--- src/rtl/seg7_pair_monitor.sv ---
// Decodes a two-digit active-low 7-segment pair back into {carry, nibble},
// accepting a pattern only after it has been stable for STABLE_CYCLES clocks.
module seg7_pair_monitor #(
    parameter int STABLE_CYCLES = 4,
    parameter int ERR_W         = 8
) (
    input  logic             CLOCK_50,
    input  logic             RESET_N,
    input  logic [0:6]       HEX1,
    input  logic [0:6]       HEX0,
    output logic [4:0]       value,
    output logic             valid,
    output logic             invalid,
    output logic             update,
    output logic [ERR_W-1:0] err_count
);

    // state  | meaning
    // IDLE   | post-reset, blank pair assumed captured, counting
    // SETTLE | new pattern captured, counting stable samples
    // LOCKED | legal pattern accepted, value holds its decode
    // FAULT  | illegal pattern persisted long enough, counted once

    localparam int CNT_W = $clog2(STABLE_CYCLES + 1);
    localparam logic [CNT_W-1:0] CNT_ONE = CNT_W'(1);
    localparam logic [CNT_W-1:0] CNT_TGT = CNT_W'(STABLE_CYCLES);

    typedef enum logic [1:0] {IDLE, SETTLE, LOCKED, FAULT} state_t;

    state_t           state, state_n;
    logic [13:0]      samp, samp_n, pair_in;
    logic [CNT_W-1:0] cnt, cnt_n;
    logic [3:0]       nib;
    logic             carry, hex0_ok, hex1_ok, legal;
    logic             decide, lock_n, fault_n;

    assign pair_in = {HEX1, HEX0};

    // The input pair is decoded directly so a lock on the capturing edge sees the new pattern.
    always_comb begin
        nib     = 4'h0;
        hex0_ok = 1'b1;
        case (HEX0)
            7'b0000001: nib = 4'h0;
            7'b1001111: nib = 4'h1;
            7'b0010010: nib = 4'h2;
            7'b0000110: nib = 4'h3;
            7'b1001100: nib = 4'h4;
            7'b0100100: nib = 4'h5;
            7'b0100000: nib = 4'h6;
            7'b0001111: nib = 4'h7;
            7'b0000000: nib = 4'h8;
            7'b0000100: nib = 4'h9;
            7'b0001000: nib = 4'hA;
            7'b1100000: nib = 4'hB;
            7'b0110001: nib = 4'hC;
            7'b1000010: nib = 4'hD;
            7'b0110000: nib = 4'hE;
            7'b0111000: nib = 4'hF;
            default:    hex0_ok = 1'b0;
        endcase
        carry   = (HEX1 == 7'b1001111);
        hex1_ok = carry || (HEX1 == 7'b1111111);
        legal   = hex0_ok && hex1_ok;
    end

    always_ff @(posedge CLOCK_50 or negedge RESET_N) begin
        if (!RESET_N) begin
            state     <= IDLE;
            samp      <= '1;
            cnt       <= '0;
            value     <= '0;
            update    <= 1'b0;
            err_count <= '0;
        end else begin
            state  <= state_n;
            samp   <= samp_n;
            cnt    <= cnt_n;
            update <= lock_n;
            if (lock_n)
                value <= {carry, nib};
            if (fault_n && (err_count != {ERR_W{1'b1}}))
                err_count <= err_count + ERR_W'(1);
        end
    end

    always_comb begin
        state_n = state;
        samp_n  = samp;
        cnt_n   = cnt;
        decide  = 1'b0;
        if (pair_in != samp) begin
            samp_n  = pair_in;
            cnt_n   = CNT_ONE;
            state_n = SETTLE;
            decide  = (CNT_ONE == CNT_TGT);
        end else if ((state == IDLE) || (state == SETTLE)) begin
            cnt_n  = cnt + CNT_ONE;
            decide = (cnt_n == CNT_TGT);
        end
        if (decide)
            state_n = legal ? LOCKED : FAULT;
        lock_n  = decide && legal;
        fault_n = decide && !legal;
    end

    always_comb begin
        valid   = (state == LOCKED);
        invalid = (state == FAULT);
    end

endmodule
--- config.mk ---
export PLATFORM = sky130hd
export DESIGN_NAME = seg7_pair_monitor
export DESIGN_NICKNAME = d
export VERILOG_FILES = /design/src/rtl/seg7_pair_monitor.sv
export SDC_FILE = /design/constraint.sdc
export NUM_CORES = 1
export LEC_CHECK = 0
export BUFFER_PORTS_ARGS = -buffer_cell sky130_fd_sc_hd__buf_2
export CORE_UTILIZATION = 50
export DETAILED_ROUTE_END_ITERATION = 10
export GPL_TIMING_DRIVEN = 0
export PLACE_DENSITY = 0.79
export SYNTH_ARGS = -nofsm -noshare
export SYNTH_HDL_FRONTEND = slang
export SYNTH_SLANG_ARGS = --single-unit
--- constraint.sdc ---
create_clock -name CLOCK_50 -period 4.2 [get_ports CLOCK_50]
set_input_delay 0.42 -clock CLOCK_50 [delete_from_list [all_inputs] [get_ports CLOCK_50]]
set_output_delay 0.42 -clock CLOCK_50 [all_outputs]
set_load 0.02 [all_outputs]
Word-level counts from Yosys, hierarchy flattened --
Index checks and enable logic that the tools add are counted. Widths: inputs -> output; s select.
Storage, ports and cells: register bits after elaboration 33, input bits 16, logic and storage cells 52
Operators by class: add/sub/neg operators 2, eq/ne operators 23, multiplexer cells 9, reductions and logical operators 12
Operators by type and width (count):
- $pmux 4 s15 | 1
- $eq 7x7->1 const B | 6
- $eq 7x6->1 const B | 5
- $reduce_or 16->1 | 1
- $eq 7x3->1 const B | 2
- $eq 7x4->1 const B | 2
- $ne 14x14->1 | 1
- $add 8x1->8 const B | 1
- $ne 8x8->1 const B | 1
- $eq 7x1->1 const B | 1
- $eq 7x5->1 const B | 1
- $logic_not 7->1 | 1
- $mux 3 | 2
- $eq 2x2->1 const B | 2
- $logic_and 1x1->1 | 4
- $mux 1 | 4
- $mux 2 | 2
- $reduce_bool 2->1 | 2
- $add 3x1->3 const B | 1
- $eq 3x3->1 const B | 1
- $eq 2x1->1 const B | 1
- $logic_not 2->1 | 1
- $logic_or 1x1->1 | 2
- $logic_not 1->1 | 1

Longest topological paths before layout --
Gate-level depths: netlist (run 1).
depth in word-level cells 7, depth in mapped cells 9, gate-level depth less buffers 7

Least setup slack after synthesis (run 1) --
OpenSTA, ideal clock, no wires.
path type input to register, start point in HEX0[5] (netlist bit), end point reg value[1], setup time 128 ps, data arrival time 2037 ps, path slack 2035 ps, stages on the path 8, cells stage by stage buf_4 -> and2b_4 -> a32oi_1 -> nand2_1 -> or3_4 -> and3_2 -> nand2_2 -> mux2_1
On the way: word-level cells in the longest chain between the ends 5
RTL lines:
- from (decl) | line 10 | input logic [0:6] HEX0,
- $eq 7x6->1 (tied with other cells) | line 43 | case (HEX0)
- $reduce_or 16->1 (no line)
- $mux 1 | line 43
- $logic_and 1x1->1 | line 64 | legal = hex0_ok && hex1_ok;
- $logic_and 1x1->1 | line 103 | lock_n = decide && legal;
- to (signal assigned) | line 81 | value <= {carry, nib};
- to (decl) | line 11 | output logic [4:0] value,
Parallel ways exist; a longest one is shown, timed or not. A chain may end at the register's enable or synchronous reset.

Worst setup path in the final report (run 1) --
start point in HEX0[1] (netlist bit), end point reg value[1]
Same word-level chain as after synthesis.

==> reports/summary.txt, run 1 <==
Run status -> complete, no violations
CP max stage delay -> 0.38 ns
Most frequent cells in the layout -> buf_2, dfrtp_1, nor2_1, xor2_1, dfstp_2
Most common cell after layout, fill and taps aside -> buf_2
Achievable Freq -> 463 MHz
Root Buffer -> clkbuf_8
WP depth -> 9
DP Area -> 2120 sq um
Cells along the critical path -> buf_2 > buf_2 > and3b_1 > o21ai_1 > o311ai_1 > or3_4 > and3_2 > nand2_2 > mux2_1
Max VDD drop -> 0.255 mV
Classification of the worst setup path -> in -> reg
Non-filler cells, final -> 272
Setup-failing EPs final -> 0
CP Data Required Time -> 4.36 ns
Synth area leader -> dfrtp_1
Die area -> 4090 sq um
Gr usage total -> 19.5%
CTS buffer count -> 5
Antenna Nets Post-Route -> 0
Crit path max fanout -> 10
Fillers -> 341
Dominant synthesized flop cell -> dfrtp_1
Most used cell, CP -> buf_2
Fin Setup TNS -> 0 ns
Grt ovf -> 0
Clock Latency Late Sink -> 0.28 ns
Setup Skew -> 0.00452 ns
RSZ-0062 raised after global routing -> no
CP delay by family, top -> simple AND/OR/NAND/NOR gates
Yosys warns -> 0
Largest net degree at the start of global routing -> 34
Htree depth -> 2
Setup bufs post-CTS -> 0
Clock slew at reported path FFs -> 0.07 ns
Final worst slack -> 2.04 ns
Core Region -> 3660 sq um
Drt via density -> 5.39
Antenna violations before repair -> 0
Post-Synthesis Cell Area -> 1920 sq um
Power density cells -> 305 nW/um^2
Hold Crit Class -> in -> async
Die W -> 63.9 um
Share of the synthesized area in the top cell type -> 24.8%
Syn Area/Cell -> 10.2 sq um
Max Cap Viol -> 0
I/O pin cnt -> 32
Number of global-route vias before repair -> 1442
Post-detail-place hpwl -> 2.50 mm
Drt pass-1 iters -> 4
Sink Count -> 33
Global-route wire length before repair -> 6.15 mm
DRT iter0 DRCs -> 60
Distinct cells, synth -> 55
Nets -> 242
Tot Pwr -> 0.678 mW
Leakage power -> 1.04 nW
Routed wire length -> 3.39 mm
Final Hold Vio Count -> 0
DR vias -> 1467
Antenna Diode Count -> 0
Pins Over Slew Limit -> 0
Final period util -> 51.4%
# DRC -> 0
CTS tree -> done
Synth Instances -> 188
Area grow syn2layout -> 16.1%
Asr flop ratio synth -> 100%
DIE HEIGHT -> 63.9 um
Final instance area -> 2230 sq um
Post-synthesis sequential area ratio -> 44.0%
Worst path arrival time -> 2.32 ns
Mapped Nets -> 207
Flops & latches, synth -> 33
WL per Instance -> 12.5 um
WP buf/inv -> 2
Hold buffers post-CTS -> 0
Worst setup EP type -> flip-flop
Initial core utilization -> 52.4%
Worst slew margin -> 53.5%
R2R depth -> 6
Tightest Pin Transition -> 0.697 ns
Synth top area cells -> dfrtp_1, dfstp_2, xor2_1
Post_cts resized -> 0
Pre-CTS WS -> 1.76 ns
Startpoint Class -> input pin
Longest Clk Path Bufs -> 2
Fraction of layout cells with a size suffix above 1 -> 33.5%
CP max-delay cell -> or3_4
Placed cells -> 264
Port Buffers -> 28
Post-synth EDFFs -> 0
Tmin final -> 2.16 ns
RePlAce Congestion -> 0.959
# rows -> 22
[final timing paths]
path	end	startpoint	slack, ns
max	value[1]	HEX0[1]	2.04
min	err_count[6]	RESET_N	0.18
max reg2reg	value[1]	samp[12]	2.07
min reg2reg	value[1]	value[1]	0.50
max in group asynchronous	update	RESET_N	3.57
min in group CLOCK_50	samp[10]	HEX1[3]	0.34
[metal layers]
layer / wire length [um] / GRT usage (%) / part of all wire, %
met5: 0 / 0 / 0
met3: 144 / 4.46 / 4.2
met1: 1460 / 21.6 / 43
met4: 36 / 7.39 / 1.1
met2: 1750 / 35.6 / 52
[cell usage after synthesis, types with 2 or more instances]
cell and n:
xnor2_1 5, nor2b_1 3, a21oi_1 4, a31oi_1 2, nor4_2 2, buf_4 3, and3b_1 2, and4_4 2
clkbuf_1 13, and3_2 2, nand4b_1 2, buf_6 2, and3_1 2, ha_1 3, dfstp_2 14, nor2_1 18
and2_1 2, xor2_1 18, a32oi_1 2, o21ai_0 3, nand3_1 3, nor3b_1 2, buf_2 4, inv_1 6
nand4_1 5, dfrtp_1 19, nor3_1 4, nor4_1 2, nand2_1 10, mux2i_1 4
[layout make-up]
class / count / area (sq um) / area share (%)
multi-input combinational: 125 / 912 / 41.0
sequential: 33 / 843 / 37.9
timing repair buffer: 28 / 140 / 6.30
buffer: 24 / 139 / 6.24
clock buffer: 6 / 93.8 / 4.22
tap: 48 / 60.1 / 2.70
inverter: 6 / 22.5 / 1.01
clock inverter: 2 / 15.0 / 0.675
[sequential cells by signal, summed over array words and instances (netlist names)]
| register | flops |
|---|---|
| err_count | 8 |
| cnt | 3 |
| value | 5 |
| samp | 14 |
| update | 1 |
| state | 2 |
[cells by family after synthesis]
group | Yosys count | synth area share (%)
flops | 33 | 44.0
xor+xnor | 24 | 11.4
compound gates | 22 | 8.68
fa+ha+maj | 3 | 1.96
mux | 6 | 3.26
buf+inv | 30 | 8.42
simple gates | 70 | 22.3
[through the flow]
| step | hold WS (ns) | utilization, % |
|---|---|---|
| 6_report | 0.178 | 60.8 |
| 5_1_grt | 0.236 | 60.8 |
| 4_1_cts | 0.203 | 60.8 |
| 3_5_place_dp | 0.488 | 57.8 |
| 3_3_place_gp | 0.472 | 57.8 |
| 2_1_floorplan | 0.124 | - |
[power by group]
group	total, mW	internal, mW	switching (mW)
Sequential	0.333	0.330	0.00293
Combinational	0.0730	0.0303	0.0427
Clock	0.272	0.154	0.118
Total	0.678	0.514	0.164
Power figures use the tool's default switching activity.
==> inputs of run 2 (changes only) <==
--- a/config.mk
+++ b/config.mk
@@ -9,7 +9,7 @@
 export CORE_UTILIZATION = 50
 export DETAILED_ROUTE_END_ITERATION = 10
 export GPL_TIMING_DRIVEN = 0
-export PLACE_DENSITY = 0.79
+export PLACE_DENSITY = 0.82
 export SYNTH_ARGS = -nofsm -noshare
 export SYNTH_HDL_FRONTEND = slang
 export SYNTH_SLANG_ARGS = --single-unit
==> constraint.sdc (replaced) <==
create_clock -name CLOCK_50 -period 1.95 [get_ports CLOCK_50]
set_input_delay 0.195 -clock CLOCK_50 [delete_from_list [all_inputs] [get_ports CLOCK_50]]
set_output_delay 0.195 -clock CLOCK_50 [all_outputs]
set_load 0.02 [all_outputs]
==> reports/summary.txt, run 2 (synthesis gave the netlist of run 1 again) <==
Die area -> 4090 sq um
Global-route wire length before repair -> 6.40 mm
Largest net degree at the start of global routing -> 34
Pins Over Slew Limit -> 0
Post-layout util -> 63.1%
Tot Pwr -> 1.38 mW
Worst setup EP type -> flip-flop
Run status -> finished with violations
Number of global-route vias before repair -> 1467
Most common cell after layout, fill and taps aside -> buf_2
RePlAce Congestion -> 0.879
Clock Latency Late Sink -> 0.29 ns
Final worst slack -> -0.124 ns
CP max-delay cell -> dfstp_2
Initial core utilization -> 52.4%
I/O pin cnt -> 32
Classification of the worst setup path -> reg -> reg
Worst path arrival time -> 2.29 ns
Top Registers -> samp (14), err_count (8), value (5)
Largest reg by FF count -> samp
# rows -> 22
Clock slew at reported path FFs -> 0.07 ns
Longest Clk Path Bufs -> 2
Antenna Diode Count -> 0
Port Buffers -> 28
DIE HEIGHT -> 63.9 um
Area grow syn2layout -> 20.6%
Final instance area -> 2310 sq um
CP Data Required Time -> 2.17 ns
Htree depth -> 2
Startpoint Class -> flip-flop
Antenna Nets Post-Route -> 0
Fraction of layout cells with a size suffix above 1 -> 36.8%
Setup crit start -> samp[10]
Worst r2r src -> samp[10]
Fin Setup TNS -> -0.607 ns
Routed wire length -> 3.92 mm
Max Cap Viol -> 0
Fillers -> 310
Most used cell, CP -> and4_4
Tmin final -> 2.07 ns
Achievable Freq -> 482 MHz
Area of the multi-input gates -> 938 sq um
Drt pass-1 iters -> 4
CTS buffer count -> 5
Storage cell area -> 843 sq um
Root Buffer -> clkbuf_8
Power density cells -> 597 nW/um^2
WL per Instance -> 13.9 um
DR vias -> 1517
Antenna violations before repair -> 0
Setup-failing EPs final -> 8
Violated checks -> negative setup slack
Worst slew margin -> 53.3%
CP max stage delay -> 0.52 ns
Max VDD drop -> 0.441 mV
HP Start -> HEX1[6]
Cells along the critical path -> xor2_1 > nor4_2 > and4_4 > nand3b_4 > a31oi_4 > and4_4 > xor2_2
Tightest Pin Transition -> 0.701 ns
Setup Skew -> 0.0127 ns
Crit path max fanout -> 7
Final period util -> 106%
Nets -> 252
Grt ovf -> 0
Post-detail-place hpwl -> 2.58 mm
DP Area -> 2120 sq um
Die W -> 63.9 um
Leakage power -> 1.10 nW
Final Hold Vio Count -> 0
Core Region -> 3660 sq um
CTS tree -> done
Sink Count -> 33
Gr usage total -> 20.6%
Hold Crit Class -> in -> reg
Max FFs per register -> 14
Drt via density -> 5.38
Most frequent cells in the layout -> buf_2, dfrtp_1, xor2_1, nor2_1
# DRC -> 0
RSZ-0062 raised after global routing -> yes
DRT iter0 DRCs -> 137
==> run 2: metrics by stage <==
stage	cells	hold slack [ns]	setup WS, ns
6_report	282	0.104	-0.124
5_1_grt	282	0.108	-0.199
4_1_cts	277	0.0989	-0.110
3_5_place_dp	264	0.281	-0.236
3_3_place_gp	264	0.277	-0.253
2_1_floorplan	188	-0.101	0.0101
==> run 2: worst max-delay path, delay by kind of cell (launching register included) <==
family / cells / cell delay [ns]
compound gates: 1 / 0.26
flops: 1 / 0.52
xor+xnor: 2 / 0.21
simple gates: 4 / 1.01
==> run 2: path summary, 6_finish.rpt <==
check	depth (start not counted)	endpoint	slack, ns
max	7	err_count[5]	-0.12
min	2	samp[7]	0.10
max reg2reg	7	err_count[5]	-0.12
min reg2reg	1	err_count[6]	0.49
max in group asynchronous	2	update	1.00
min in group asynchronous	2	err_count[3]	0.49
==> run 2: power breakdown <==
part	switching [mW]	total [mW]	internal, mW	leakage (nW)
registers	0.00682	0.718	0.711	0.387
logic	0.0968	0.164	0.0672	0.668
clock network	0.250	0.497	0.247	0.0450
total	0.354	1.38	1.03	1.10
==> run 2: layout make-up <==
class | count | area share (%)
Inverter | 6 | 0.975
Tap cell | 48 | 2.60
Clock buffer | 6 | 3.14
Sequential cell | 33 | 36.5
Timing Repair Buffer | 38 | 9.75
Clock inverter | 2 | 0.433
Buffer | 24 | 6.01
Multi-Input combinational cell | 125 | 40.6
==> run 2: repair_timing <==
action,4_1_cts,5_1_grt
setup endpoints to repair,12,9
setup buffers,4,5
endpoints found under the hold margin,19,0
pin swaps,4,7
resized for setup,3,4
hold buffers,1,0
==> run 2: metal layers <==
layer | part of all wire (%) | track usage, % | vias to the layer above | wire length, um
li1 | - | - | 726 | -
met1 | 42 | 24.7 | 734 | 1630
met2 | 51 | 34.8 | 51 | 2010
met3 | 5.6 | 5.54 | 6 | 218
met4 | 1.6 | 8.24 | 0 | 61
met5 | 0 | 0 | - | 0
